**src/rtl/pb_debounce_multi.sv**
```systemverilog
`default_nettype none
// ============================================================================
// pb_debounce_multi : per-channel sync, debounce, edge, long-press and repeat
// Revision 1.0
// ============================================================================
module pb_debounce_multi #(
   parameter int CH         = 4,
   parameter int STABLE_CNT = 4,
   parameter int HOLD_CNT   = 16,
   parameter int REPEAT_CNT = 8,
   parameter int ACTIVE_LOW = 1
) (
   input  logic          clk,
   input  logic          rst_n,
   input  logic          tick,
   input  logic [CH-1:0] pb_in,
   output logic [CH-1:0] pb_level,
   output logic [CH-1:0] pb_press,
   output logic [CH-1:0] pb_release,
   output logic [CH-1:0] pb_hold,
   output logic [CH-1:0] pb_repeat
);

   localparam int c_STAB_W = $clog2(STABLE_CNT + 1);
   localparam int c_HOLD_W = $clog2(HOLD_CNT + 1);
   localparam int c_REP_W  = (REPEAT_CNT > 0) ? $clog2(REPEAT_CNT + 1) : 1;

   localparam logic                c_POL       = (ACTIVE_LOW != 0);
   localparam logic [c_STAB_W-1:0] c_STAB_LAST = c_STAB_W'(STABLE_CNT - 1);
   localparam logic [c_HOLD_W-1:0] c_HOLD_MAX  = c_HOLD_W'(HOLD_CNT);
   localparam logic [c_HOLD_W-1:0] c_HOLD_LAST = c_HOLD_W'(HOLD_CNT - 1);
   localparam logic [c_REP_W-1:0]  c_REP_LAST  = c_REP_W'((REPEAT_CNT > 0) ? REPEAT_CNT - 1 : 0);

   for (genvar i = 0; i < CH; i++) begin : g_ch
      logic                r_sync1, r_sync2, r_level;
      logic [c_STAB_W-1:0] r_stab;
      logic [c_HOLD_W-1:0] r_hold_cnt;
      logic [c_REP_W-1:0]  r_rep_cnt;
      logic                r_press, r_release, r_hold, r_repeat;

      logic                w_raw, w_level_nxt, w_rep_pulse;
      logic [c_STAB_W-1:0] w_stab_nxt;
      logic [c_HOLD_W-1:0] w_hold_nxt;
      logic [c_REP_W-1:0]  w_rep_nxt;

      assign w_raw = r_sync2 ^ c_POL;

      always_comb begin
         w_level_nxt = r_level;
         w_stab_nxt  = r_stab;
         w_hold_nxt  = r_hold_cnt;
         w_rep_nxt   = r_rep_cnt;
         w_rep_pulse = 1'b0;

         if (tick) begin
            if (w_raw == r_level) begin
               w_stab_nxt = '0;
            end else if (r_stab == c_STAB_LAST) begin
               w_level_nxt = w_raw;
               w_stab_nxt  = '0;
            end else begin
               w_stab_nxt = r_stab + c_STAB_W'(1);
            end
         end

         // A release decided on this tick overrides any hold/repeat firing.
         if (!w_level_nxt) begin
            w_hold_nxt = '0;
            w_rep_nxt  = '0;
         end else if (tick && r_level) begin
            if (r_hold_cnt != c_HOLD_MAX) begin
               w_hold_nxt  = r_hold_cnt + c_HOLD_W'(1);
               w_rep_pulse = (r_hold_cnt == c_HOLD_LAST);
            end else if (REPEAT_CNT > 0) begin
               if (r_rep_cnt == c_REP_LAST) begin
                  w_rep_nxt   = '0;
                  w_rep_pulse = 1'b1;
               end else begin
                  w_rep_nxt = r_rep_cnt + c_REP_W'(1);
               end
            end
         end
      end

      always_ff @(posedge clk or negedge rst_n) begin
         if (!rst_n) begin
            r_sync1    <= c_POL;
            r_sync2    <= c_POL;
            r_level    <= 1'b0;
            r_stab     <= '0;
            r_hold_cnt <= '0;
            r_rep_cnt  <= '0;
            r_press    <= 1'b0;
            r_release  <= 1'b0;
            r_hold     <= 1'b0;
            r_repeat   <= 1'b0;
         end else begin
            r_sync1    <= pb_in[i];
            r_sync2    <= r_sync1;
            r_level    <= w_level_nxt;
            r_stab     <= w_stab_nxt;
            r_hold_cnt <= w_hold_nxt;
            r_rep_cnt  <= w_rep_nxt;
            r_press    <= w_level_nxt & ~r_level;
            r_release  <= ~w_level_nxt & r_level;
            r_hold     <= (w_hold_nxt == c_HOLD_MAX);
            r_repeat   <= w_rep_pulse;
         end
      end

      assign pb_level[i]   = r_level;
      assign pb_press[i]   = r_press;
      assign pb_release[i] = r_release;
      assign pb_hold[i]    = r_hold;
      assign pb_repeat[i]  = r_repeat;
   end

endmodule
`default_nettype wire

```
**config.mk**
```make
export PLATFORM = sky130hd
export DESIGN_NAME = pb_debounce_multi
export DESIGN_NICKNAME = d
export VERILOG_FILES = /design/src/rtl/pb_debounce_multi.sv
export SDC_FILE = /design/constraint.sdc
export NUM_CORES = 1
export LEC_CHECK = 0
export ABC_CLOCK_PERIOD_IN_PS = 1600
export CORE_ASPECT_RATIO = 1.1
export CORE_MARGIN = 1
export CORE_UTILIZATION = 40
export CTS_CLUSTER_DIAMETER = 80
export CTS_CLUSTER_SIZE = 25
export DETAILED_ROUTE_END_ITERATION = 10
export GPL_TIMING_DRIVEN = 0
export PLACE_DENSITY_LB_ADDON = 0.08
export SYNTH_ARGS = -nofsm -noshare
export SYNTH_HDL_FRONTEND = slang
export SYNTH_SLANG_ARGS = --single-unit
```
**constraint.sdc**
```tcl
create_clock -name clk -period 1.6 [get_ports clk]
set_input_delay 0.32 -clock clk [delete_from_list [all_inputs] [get_ports clk]]
set_output_delay 0.32 -clock clk [all_outputs]
set_load 0.01 [all_outputs]
```
# After elaboration in Yosys (flattened, before gate mapping)
# Index checks and enable logic that the tools add are counted.
[word_totals]
ff_bits = 76
input_bits = 7
out_inout_bits = 20
wordCells = 176
[classes]
add_sub_neg = 12
eq_ne = 32
muxes = 64
bitwise = 20
n_reduce_logical = 8
[ops]
columns = ["cell", "count"]
rows = [
  ["$mux 4", 16],
  ["$mux 5", 12],
  ["$mux 1", 28],
  ["$mux 3", 8],
  ["$add 5x1->5 const B", 4],
  ["$eq 5x4->1 const B", 4],
  ["$eq 5x5->1 const B", 4],
  ["$ne 5x5->1 const B", 4],
  ["$add 4x1->4 const B", 4],
  ["$eq 4x3->1 const B", 4],
  ["$add 3x1->3 const B", 4],
  ["$eq 3x2->1 const B", 4],
  ["$not 1->1", 12],
  ["$and 1x1->1", 8],
  ["$ne 2x1->1 const B", 4],
  ["$ne 2x2->1 const B", 4],
  ["$reduce_and 2->1", 4],
  ["$eq 1x1->1", 4],
  ["$logic_and 1x1->1", 4],
]

# Depth between registers and ports, before layout
# Gate-level depths: netlist of run 1.
[logic_depth]
ltp_word = 6
ltp_mapped = 7

# Least setup slack after synthesis of run 1
# OpenSTA, ideal clock, no wires.
[synth_path]
path_type = "flip-flop to flip-flop"
start = "reg g_ch[1].r_hold_cnt[0]"
end = "reg g_ch[1].r_hold"
setup_time_ps = 101
arrival_ps = 1569
t_required_ps = 1499
setup_slack_ps = -70
stages_incl_launch_ff = 7
n_path_buf = 0
path_cell_list = "dfrtp_1 > ha_1 > and3_2 > ha_1 > a221oi_1 > nand2_1 > nor4_1"
[synth_via]
elab_chain_len = 5
elab_cells_between_ends = 6
[synth_lines]
columns = ["element", "line_no", "source"]
rows = [
  ["start: declaration", "37", "logic [c_HOLD_W-1:0] r_hold_cnt;"],
  ["start signal: assignment", "102", "r_hold_cnt <= w_hold_nxt;"],
  ["$add 5x1->5 / $ne 5x5->1 (equally long branches)", "72, 71", ""],
  ["$mux 5 *", "71", "if (r_hold_cnt != c_HOLD_MAX) begin"],
  ["$mux 5 *", "70", "end else if (tick && r_level) begin"],
  ["$mux 5 *", "67", "if (!w_level_nxt) begin"],
  ["via g_ch[1].w_hold_nxt[4]", "43", "logic [c_HOLD_W-1:0] w_hold_nxt;"],
  ["$eq 5x5->1 *", "106", "r_hold <= (w_hold_nxt == c_HOLD_MAX);"],
  ["end signal: assignment", "106", ""],
  ["end: declaration", "39", "logic r_press, r_release, r_hold, r_repeat;"],
]
# Mark *: on every way through the listed nets, which the timed path passes. The rest lies on a longest branch.
# A chain may end at the register's enable or synchronous reset.

# Worst setup path after layout of run 1
[layout_path]
start = "reg g_ch[3].r_hold_cnt[0]"
end = "reg g_ch[3].r_rep_cnt[3]"
[layout_via]
elab_chain_len = 3
[layout_lines]
columns = ["element", "line_no", "source"]
rows = [
  ["start: declaration", "37", ""],
  ["start signal: assignment", "102", ""],
  ["$ne 5x5->1", "71", ""],
  ["$ne 2x2->1 (no source line)", "n/a", ""],
  ["$reduce_and 2->1 (no source line)", "n/a", ""],
  ["end signal: assignment", "103", "r_rep_cnt <= w_rep_nxt;"],
  ["end: declaration", "38", "logic [c_REP_W-1:0] r_rep_cnt;"],
]
# Every way passes these cells.

==> results of run 1 <==
## cell usage after synthesis (all sizes together)
library cell	instances
or4	3
nand4	4
a21o	1
mux2	3
and2	8
dfstp	8
inv	27
nor4	4
ha	20
nand3b	4
clkbuf	2
xnor2	5
a311oi	1
o22ai	3
nand2	27
nor3	12
buf	27
xor2	13
dfrtp	68
nand2b	2
o21a	1
nor2b	4
a22oi	1
nand3	9
or2	1
a21oi	12
and4bb	4
nor2	40
o21ai	11
a221oi	4
mux2i	13
and3	7
or3	2
## metal layers
layer  routed length, microns  share of wire  GRT usage
met5                        0              0          0
met4                      143          0.020    0.07456
met3                      147          0.021    0.03097
met2                     3655           0.52     0.2762
met1                     3148           0.44     0.1900
## worst register-to-register path: stages (launching register included)
cell	delay [ns]
dfrtp_1	0.41
inv_1	0.08
ha_2	0.17
and4bb_2	0.30
buf_6	0.12
nand2_4	0.06
or4_1	0.40
a21oi_1	0.13
## state kept, by name, indices dropped and copies added, names as in the netlist
signal	flops
g_ch.r_hold	4
g_ch.r_hold_cnt	20
g_ch.r_level	4
g_ch.r_press	4
g_ch.r_release	4
g_ch.r_rep_cnt	16
g_ch.r_repeat	4
g_ch.r_stab	12
g_ch.r_sync1	4
g_ch.r_sync2	4
## logic make-up after synthesis
logic type	Yosys count	share of synthesized area
simple gates	131	0.1888
mux	16	0.04424
flops	76	0.5160
buf+inv	56	0.08342
compound gates	34	0.05742
xor+xnor	18	0.04255
fa+ha+maj	20	0.06754
## per-stage QoR
stage	TNS (ns)	cells	utilization	instance area (sq um)	hold slack, ns
after floorplan	-0.04281	351	-	3725	0.02441
after global routing	-2.227	550	0.5584	4980	0.3597
after CTS	-0.5722	536	0.5260	4691	0.3546
after global placement	-199.76	491	0.4628	4128	0.3461
after detailed placement	-17.32	492	0.4656	4153	0.2416
final	-0.6971	550	0.5584	4980	0.3535
## power by group
part           leakage [nW]  switching [mW]  internal [mW]
clock                0.0979           0.681          0.746
combinational          1.31            1.20           1.25
sequential             1.01           0.174           2.20
total                  2.42            2.06           4.20
## final cells by class
cell class | count | area, sq um
buffer | 29 | 215.2
inverter | 27 | 101.3
multi-input combinational | 219 | 1807
tap | 114 | 142.6
clock inverter | 5 | 52.55
fill | 790 | 3939
timing repair buffer | 70 | 606.8
sequential | 76 | 1917
clock buffer | 10 | 137.6
## timing repair
action / CTS / global route
hold buffers: 1 / 0
gates cloned: 1 / 0
pin swaps: 21 / 15
endpoints found under the setup margin: 36 / 23
endpoints found under the hold margin: 20 / 0
buffers inserted: 27 / 16
gates resized for setup: 54 / 41
## final timing paths
kind,startpoint,endpoint,slack [ns],cells after the start
setup / recovery,g_ch[3].r_hold_cnt[0]$_DFF_PN0_,g_ch[3].r_rep_cnt[3]$_DFFE_PN0P_,-0.14,7
hold / removal,g_ch[0].r_sync1$_DFF_PN1_,g_ch[0].r_sync2$_DFF_PN1_,0.35,0
setup reg to reg,g_ch[3].r_hold_cnt[0]$_DFF_PN0_,g_ch[3].r_rep_cnt[3]$_DFFE_PN0P_,-0.14,7
hold reg to reg,g_ch[0].r_sync1$_DFF_PN1_,g_ch[0].r_sync2$_DFF_PN1_,0.35,0
max in group asynchronous,rst_n,g_ch[0].r_sync1$_DFF_PN1_,0.58,3
min in group asynchronous,rst_n,g_ch[2].r_repeat$_DFF_PN0_,0.40,2
==> key figures, run 1 <==
Cells and area
  – Share of cells above drive strength 1: 0.3830
  – Commonest non-fill, non-tap cells in the layout: dfrtp_1 (64), buf_4 (56), nor2_1 (33)
  – # diodes: 0
  – # nets final: 459
  – Area grow syn2layout: 34.41%
  – Commonest non-fill, non-tap cell in the layout: dfrtp_1

Placement
  – GPL Wtd Cong: 0.7555
  – Place WS: -0.7272 ns
  – PortBufs: 26
  – Final HPWL DP: 4.277 mm

Timing
  – Skew final: 0.01190 ns
  – Final hold violation count: 0
  – Min Tclk post-route: 1.743 ns
  – Rel. slew slack: 0.7571
  – RSZ-0062 raised after global routing: yes
  – Worst setup margin: -0.1427 ns
  – Final period utilization: 1.089
  – Count of final max-slew check failures: 0
  – Final setup fails: 11
  – Worst-Margin Slew: 0.3634 ns
  – Max Clock Freq: 0.5738 GHz

GRT
  – GRT Residual Overflow: 0
  – Initial antenna violation count: 0
  – GRT Total Usage: 0.1589
  – Vias in the first global route: 2669
  – First-pass GRT wire length: 11.81 mm
  – Largest net degree at the start of global routing: 55

Outcome
  – Status: finished, violations left
  – Failing checks: setup timing

Drt
  – Final WL: 7.095 mm
  – WL/cell: 12.90 microns
  – Final ANT Viol Nets: 0
  – First-pass detailed-route iteration total: 4
  – Drc violations: 0
  – Post-DR vias/cell: 4.844
  – DRT iter0 DRCs: 79
  – Routed via count: 2664

Critical path
  – CP arrival: 2.02 ns
  – Worst path slowest cell: dfrtp_1
  – Cell Chain, Critical Path: inv_1 -> ha_2 -> and4bb_2 -> buf_6 -> nand2_4 -> or4_1 -> a21oi_1
  – Setup crit start kind: register
  – Worst setup path category: register to register
  – Buffers and inverters on the worst path: 2
  – Peak fanout along the critical path: 4
  – CP top delay family: simple AND/OR/NAND/NOR gates
  – Critical path capture point type: register
  – CP required: 1.88 ns
  – Crit-path max cell delay: 0.41 ns

Die
  – Num rows: 36
  – Die width: 93.76 microns
  – # IOs: 27
  – Initial core utilization: 0.4154
  – Total core area: 8919 sq um
  – Die H: 102.9 microns
  – Die area: 9651 sq um

Power
  – Tot Pwr: 6.258 mW
  – Cell Pwr Density: 1257 nW/um^2
  – LEAKAGE: 2.422 nW
  – Maximum VDD drop: 0.6347 mV

Yosys
  – Post-synth top area share: 0.4593
  – Synth Register Bits: 76
  – Syn Nets: 378
  – Synth warnings: 0
  – Sequential area share after synthesis: 0.5160
  – Synth cell types: 42
  – Mapped cell area: 3705 sq um
  – Synth top area cells: dfrtp_1 (46%), ha_1 (6.8%), dfstp_2 (5.7%)
  – Area leader, netlist: dfrtp_1
  – Cell count after synthesis: 351
  – Mean Syn Cell Area: 10.55 sq um

Clock network
  – Root Driver: clkbuf_8
  – H-tree lvl count: 3
  – Clk sink count: 76
  – CTS tree: yes
  – Worst-Skew Late Latency: 0.35 ns
  – Clk buf depth: 2
  – CTS clk-pin slew, worst paths: 0.08 ns
  – Num CTS Buffers: 9

Flow run
  – Max-cap violations: 0

Hold path
  – Hold WC Path Type: register to register
(Power assumes the default switching activity.)
==> inputs of run 2 (changes only) <==
Settings changed: CORE_UTILIZATION 40 to 53.
==> key figures, run 2 (synthesized netlist as in run 1, its figures left out) <==
GRT
  – Largest net degree at the start of global routing: 44 (was 55)
  – Initial antenna violation count: 0 (unchanged)
  – Layer with the highest usage: met2 (unchanged)
  – GRT Residual Overflow: 0 (unchanged)
  – Grt met3 use: 0.04444 (was 0.03097)
  – First-pass GRT wire length: 11.32 mm (was 11.81 mm)
  – GRT Total Usage: 0.2080 (was 0.1589)
  – Vias in the first global route: 2550 (was 2669)
  – Met2 GRT Util: 0.3568 (was 0.2762)
  – Met1 usage: 0.2498 (was 0.1900)

Critical path
  – Critical path capture point type: register (unchanged)
  – Cell Chain, Critical Path: inv_1 -> ha_2 -> and4bb_2 -> nor2b_4 -> nand4_1 -> or3_1 -> a21oi_1 (was inv_1 -> ha_2 -> and4bb_2 -> buf_6 -> nand2_4 -> or4_1 -> a21oi_1)
  – Setup crit start kind: register (unchanged)
  – Worst setup path category: register to register (unchanged)
  – Peak fanout along the critical path: 4 (unchanged)
  – CP arrival: 2.04 ns (was 2.02 ns)
  – Worst path slowest cell: dfrtp_1 (unchanged)
  – CP top delay family: simple AND/OR/NAND/NOR gates (unchanged)
  – CP required: 1.87 ns (was 1.88 ns)
  – Crit-path max cell delay: 0.42 ns (was 0.41 ns)
  – Buffers and inverters on the worst path: 1 (was 2)

Flow run
  – Max-cap violations: 0 (unchanged)

Cells and area
  – Flip-flop and latch area: 1916 sq um (was 1917 sq um)
  – Commonest non-fill, non-tap cell in the layout: dfrtp_1 (unchanged)
  – Max reg flops: 20 (unchanged)
  – Commonest non-fill, non-tap cells in the layout: dfrtp_1 (65), buf_4 (47), nor2_1 (35) (was dfrtp_1 (64), buf_4 (56), nor2_1 (33))
  – Register with the most flip-flops: g_ch.r_hold_cnt (unchanged)
  – Share of cells above drive strength 1: 0.3529 (was 0.3830)
  – Area grow syn2layout: 30.67% (was 34.41%)
  – # nets final: 447 (was 459)
  – Filler cells: 488 (was 790)
  – Multi-input gate area: 1784 sq um (was 1807 sq um)
  – Final std cells w/o fill: 507 (was 550)
  – Regs by FF count: g_ch.r_hold_cnt: 20 flops, g_ch.r_rep_cnt: 16 flops, g_ch.r_stab: 12 flops (unchanged)
  – # diodes: 0 (unchanged)

Die
  – # IOs: 27 (unchanged)
  – Die area: 7329 sq um (was 9651 sq um)
  – Die H: 89.69 microns (was 102.9 microns)
  – Num rows: 31 (was 36)
  – Die width: 81.72 microns (was 93.76 microns)
  – Total core area: 6671 sq um (was 8919 sq um)
  – Initial core utilization: 0.5553 (was 0.4154)

Timing
  – Hold Slack: 0.3571 ns (was 0.3535 ns)
  – Final period utilization: 1.104 (was 1.089)
  – RSZ-0062 raised after global routing: yes (unchanged)
  – Setup TNS: -0.8666 ns (was -0.6971 ns)
  – Skew final: 0.01048 ns (was 0.01190 ns)
  – Min Tclk post-route: 1.766 ns (was 1.743 ns)
  – Count of final max-slew check failures: 0 (unchanged)
  – Max Clock Freq: 0.5663 GHz (was 0.5738 GHz)
  – Final setup fails: 10 (was 11)
  – Worst-Margin Slew: 0.4352 ns (was 0.3634 ns)
  – Worst setup margin: -0.1658 ns (was -0.1427 ns)
  – Rel. slew slack: 0.7099 (was 0.7571)
  – Final hold violation count: 0 (unchanged)

Clock network
  – Root Driver: clkbuf_8 (unchanged)
  – CTS clk-pin slew, worst paths: 0.08 ns (about the same)
  – CTS tree: yes (unchanged)
  – Clk buf depth: 2 (unchanged)
  – Num CTS Buffers: 9 (unchanged)
  – Worst-Skew Late Latency: 0.35 ns (about the same)
  – H-tree lvl count: 3 (unchanged)
  – Clk sink count: 76 (unchanged)

Drt
  – Drc violations: 0 (unchanged)
  – Routed via count: 2635 (was 2664)
  – DRT iter0 DRCs: 146 (was 79)
  – Final WL: 7.085 mm (was 7.095 mm)
  – WL/cell: 13.97 microns (was 12.90 microns)
  – Post-DR vias/cell: 5.197 (was 4.844)
  – First-pass detailed-route iteration total: 4 (unchanged)
  – Final ANT Viol Nets: 0 (unchanged)

Outcome
  – Status: finished, violations left (unchanged)
  – Failing checks: setup timing (unchanged)

Power
  – LEAKAGE: 2.348 nW (was 2.422 nW)
  – Maximum VDD drop: 0.8262 mV (was 0.6347 mV)
  – Cell Pwr Density: 1283 nW/um^2 (was 1257 nW/um^2)

Placement
  – Place WS: -0.7206 ns (was -0.7272 ns)
  – DP Cell Count: 460 (was 492)
  – GPL Wtd Cong: 0.7976 (was 0.7555)
  – Final HPWL DP: 4.159 mm (was 4.277 mm)
  – PortBufs: 26 (unchanged)

Hold path
  – Hold WC Path Type: register to register (unchanged)
## run 2: changes by cell type in the layout (fill, tap and decap cells not counted), sizes merged
| cell | previous run | this run |
|---|---|---|
| buf | 70 | 57 |
| clkinv | 3 | 1 |
| clkbuf | 13 | 15 |
| clkinvlp | 1 | 2 |
| inv | 27 | 28 |
## run 2: report_power, final
| group | total [mW] | switching, mW | internal, mW |
|---|---|---|---|
| clock | 1.53 | 0.724 | 0.809 |
| sequential | 2.38 | 0.182 | 2.20 |
| combinational | 2.29 | 1.17 | 1.13 |
## run 2: repair_timing
action,4_1_cts,5_1_grt
cloned,1,0
hold buffers,1,0
setup buffers,29,4
pin swaps,24,16
endpoints found under the setup margin,33,18
endpoints found under the hold margin,31,0
gates resized for setup,63,30
## run 2: final timing paths
| check | startpoint | endpoint | slack (ns) | cells past startpoint |
|---|---|---|---|---|
| max | g_ch[1].r_hold_cnt[0]$_DFF_PN0_ | g_ch[1].r_rep_cnt[3]$_DFFE_PN0P_ | -0.17 | 7 |
| min | g_ch[0].r_sync1$_DFF_PN1_ | g_ch[0].r_sync2$_DFF_PN1_ | 0.36 | 0 |
| max reg2reg | g_ch[1].r_hold_cnt[0]$_DFF_PN0_ | g_ch[1].r_rep_cnt[3]$_DFFE_PN0P_ | -0.17 | 7 |
| min reg2reg | g_ch[0].r_sync1$_DFF_PN1_ | g_ch[0].r_sync2$_DFF_PN1_ | 0.36 | 0 |
| max in group asynchronous | rst_n | g_ch[0].r_sync1$_DFF_PN1_ | 0.52 | 3 |
| min in group asynchronous | rst_n | g_ch[2].r_rep_cnt[2]$_DFFE_PN0P_ | 0.44 | 2 |
## run 2: final cells by class
class | count | area share
well taps | 82 | 0.02119
clock inverters | 5 | 0.01215
flip-flops and latches | 76 | 0.3957
multi-input cells | 219 | 0.3686
plain buffers | 29 | 0.04549
clock buffers | 11 | 0.03127
inverters | 27 | 0.02197
repair buffers | 58 | 0.1036
## run 2: per-layer routing
| metal | routed length [microns] | up-vias | share of wire |
|---|---|---|---|
| met3 | 191 | 10 | 0.027 |
| met1 | 3059 | 1291 | 0.43 |
| li1 | - | 1301 | - |
| met2 | 3713 | 33 | 0.52 |
| met5 | 0 | - | 0 |
| met4 | 121 | 0 | 0.017 |
## run 2: metrics by stage
step | power [mW] | instance area (sq um) | util
after floorplan | 3.613 | 3725 | -
after global placement | 4.063 | 4088 | 0.6127
after detailed placement | 4.112 | 4105 | 0.6153
after CTS | 6.025 | 4691 | 0.7031
after global routing | 6.612 | 4841 | 0.7256
final | 6.210 | 4841 | 0.7256
==> inputs of run 3 (changes only) <==
Settings changed: PLACE_DENSITY set to 0.83, PLACE_DENSITY_LB_ADDON 0.08 to unset, SKIP_CTS_REPAIR_TIMING set to 1.
==> key figures, run 3 (synthesized netlist as in run 1, its figures left out) <==
Cells and area
  – Flip-flop and latch area: 1917 sq um (was 1916 sq um)
  – # diodes: 0 (unchanged)
  – Regs by FF count: g_ch.r_hold_cnt: 20 flops, g_ch.r_rep_cnt: 16 flops, g_ch.r_stab: 12 flops (unchanged)
  – Finished Core Util: 0.7140 (was 0.7256)
  – Share of cells above drive strength 1: 0.3135 (was 0.3529)
  – Max reg flops: 20 (unchanged)
  – Filler cells: 467 (was 488)
  – Area grow syn2layout: 28.57% (was 30.67%)
  – Multi-input gate area: 1660 sq um (was 1784 sq um)
  – Final std cells w/o fill: 503 (was 507)
  – Register with the most flip-flops: g_ch.r_hold_cnt (unchanged)
  – Commonest non-fill, non-tap cells in the layout: dfrtp_1 (64), buf_4 (47), nor2_1 (37) (was dfrtp_1 (65), buf_4 (47), nor2_1 (35))
  – # nets final: 443 (was 447)
  – Commonest non-fill, non-tap cell in the layout: dfrtp_1 (unchanged)

GRT
  – Largest net degree at the start of global routing: 60 (was 44)
  – Initial antenna violation count: 0 (unchanged)
  – GRT Residual Overflow: 0 (unchanged)
  – GRT Total Usage: 0.1788 (was 0.2080)
  – First-pass GRT wire length: 9.777 mm (was 11.32 mm)
  – Vias in the first global route: 2352 (was 2550)

Timing
  – Count of final max-slew check failures: 0 (unchanged)
  – Worst setup margin: -0.1921 ns (was -0.1658 ns)
  – Final period utilization: 1.120 (was 1.104)
  – Min Tclk post-route: 1.792 ns (was 1.766 ns)
  – Final hold violation count: 0 (unchanged)
  – Skew final: 0.01006 ns (was 0.01048 ns)
  – Worst-Margin Slew: 0.3824 ns (was 0.4352 ns)
  – Rel. slew slack: 0.7451 (was 0.7099)
  – Final setup fails: 9 (was 10)
  – Setup TNS: -0.9591 ns (was -0.8666 ns)
  – Max Clock Freq: 0.5580 GHz (was 0.5663 GHz)
  – RSZ-0062 raised after global routing: yes (unchanged)

Clock network
  – Root Driver: clkbuf_8 (unchanged)
  – H-tree lvl count: 3 (unchanged)
  – Num CTS Buffers: 9 (unchanged)
  – CTS clk-pin slew, worst paths: 0.08 ns (about the same)
  – CTS tree: yes (unchanged)
  – Worst-Skew Late Latency: 0.34 ns (was 0.35 ns)
  – Clk buf depth: 2 (unchanged)
  – Clk sink count: 76 (unchanged)

Drt
  – Final ANT Viol Nets: 0 (unchanged)
  – DRT iter0 DRCs: 93 (was 146)
  – Drc violations: 0 (unchanged)
  – Post-DR vias/cell: 5.181 (was 5.197)
  – Routed via count: 2606 (was 2635)
  – WL/cell: 13.67 microns (was 13.97 microns)
  – First-pass detailed-route iteration total: 4 (unchanged)
  – Final WL: 6.876 mm (was 7.085 mm)

Die
  – Total core area: 6671 sq um (unchanged)
  – # IOs: 27 (unchanged)
  – Die H: 89.69 microns (unchanged)
  – Die width: 81.72 microns (unchanged)
  – Initial core utilization: 0.5553 (unchanged)
  – Die area: 7329 sq um (unchanged)
  – Num rows: 31 (unchanged)

Outcome
  – Status: finished, violations left (unchanged)
  – Failing checks: setup timing (unchanged)

Power
  – Cell Pwr Density: 1285 nW/um^2 (was 1283 nW/um^2)
  – Maximum VDD drop: 0.8303 mV (was 0.8262 mV)
  – LEAKAGE: 2.572 nW (was 2.348 nW)

Hold path
  – Hold WC Path Type: register to register (unchanged)
  – Hold Path Sink: g_ch[1].r_sync2$_DFF_PN1_ (was g_ch[0].r_sync2$_DFF_PN1_)
  – Min-delay src: g_ch[1].r_sync1$_DFF_PN1_ (was g_ch[0].r_sync1$_DFF_PN1_)
  – Hold path cells: 0 (unchanged)

Critical path
  – Flop2flop setup slack: -0.19 ns (was -0.17 ns)
  – Peak fanout along the critical path: 4 (unchanged)
  – Critical path capture point type: register (unchanged)
  – RR Endpoint: g_ch[1].r_rep_cnt[3]$_DFFE_PN0P_ (unchanged)
  – CP required: 1.88 ns (was 1.87 ns)
  – CP arrival: 2.07 ns (was 2.04 ns)
  – Reg2Reg Launch Point: g_ch[1].r_hold_cnt[1]$_DFF_PN0_ (was g_ch[1].r_hold_cnt[0]$_DFF_PN0_)
  – Reg2Reg Depth: 7 (unchanged)
  – Worst setup path category: register to register (unchanged)
  – Setup crit start kind: register (unchanged)

Placement
  – GPL Wtd Cong: 0.8013 (was 0.7976)
  – Final HPWL DP: 4.139 mm (was 4.159 mm)
  – PortBufs: 26 (unchanged)
  – DP Cell Count: 460 (unchanged)

Flow run
  – Max-cap violations: 0 (unchanged)
## run 3: area by class of cell
class / count / area share
Sequential cell: 76 / 0.4024
Multi-Input combinational cell: 219 / 0.3486
Timing Repair Buffer: 54 / 0.1164
Buffer: 29 / 0.04439
Clock buffer: 10 / 0.02679
Tap cell: 82 / 0.02154
Inverter: 27 / 0.02128
Clock inverter: 6 / 0.01865
## run 3: power by group
part           switching [mW]  leakage [nW]  internal [mW]
combinational            1.06          1.46           1.07
clock                   0.701         0.102          0.878
sequential              0.203          1.01           2.20
## run 3: worst max-delay path by stage
stage,start,endpoint,slack (ns),cells after the start
floorplan,g_ch[1].r_hold_cnt[0]$_DFF_PN0_,g_ch[1].r_hold$_DFF_PN0_,-0.03,6
CTS,tick,g_ch[1].r_hold$_DFF_PN0_,-0.27,7
global placement,rst_n,g_ch[1].r_repeat$_DFF_PN0_,-2.36,1
global route,g_ch[1].r_hold_cnt[0]$_DFF_PN0_,g_ch[1].r_rep_cnt[3]$_DFFE_PN0P_,-0.26,7
finish,g_ch[1].r_hold_cnt[1]$_DFF_PN0_,g_ch[1].r_rep_cnt[3]$_DFFE_PN0P_,-0.19,7
detailed placement,tick,g_ch[1].r_hold$_DFF_PN0_,-0.63,7
## run 3: metal layers
layer | GRT usage | vias up | wire length [microns]
met1 | 0.2126 | 1250 | 3000
li1 | - | 1296 | -
met4 | 0.09729 | 0 | 161
met2 | 0.3038 | 44 | 3505
met3 | 0.03737 | 16 | 208
met5 | 0 | - | 0
## run 3: metrics by stage
stage / power [mW] / worst slack [ns] / cell area (sq um) / hold slack (ns)
after floorplan: 3.613 / -0.02563 / 3725 / 0.02441
after global placement: 4.035 / -2.363 / 4088 / 0.3460
after detailed placement: 4.113 / -0.6318 / 4113 / 0.2151
after CTS: 5.710 / -0.2727 / 4329 / -0.1641
after global routing: 6.477 / -0.2626 / 4763 / 0.3579
final: 6.120 / -0.1921 / 4763 / 0.3487
## run 3: worst max-delay path, stage by stage (launching register included)
cell and delay, ns:
dfrtp_1 0.42, inv_1 0.07, ha_1 0.12, and4bb_2 0.31
nor2b_4 0.22, nand4_1 0.13, or3_1 0.33, a21oi_1 0.12
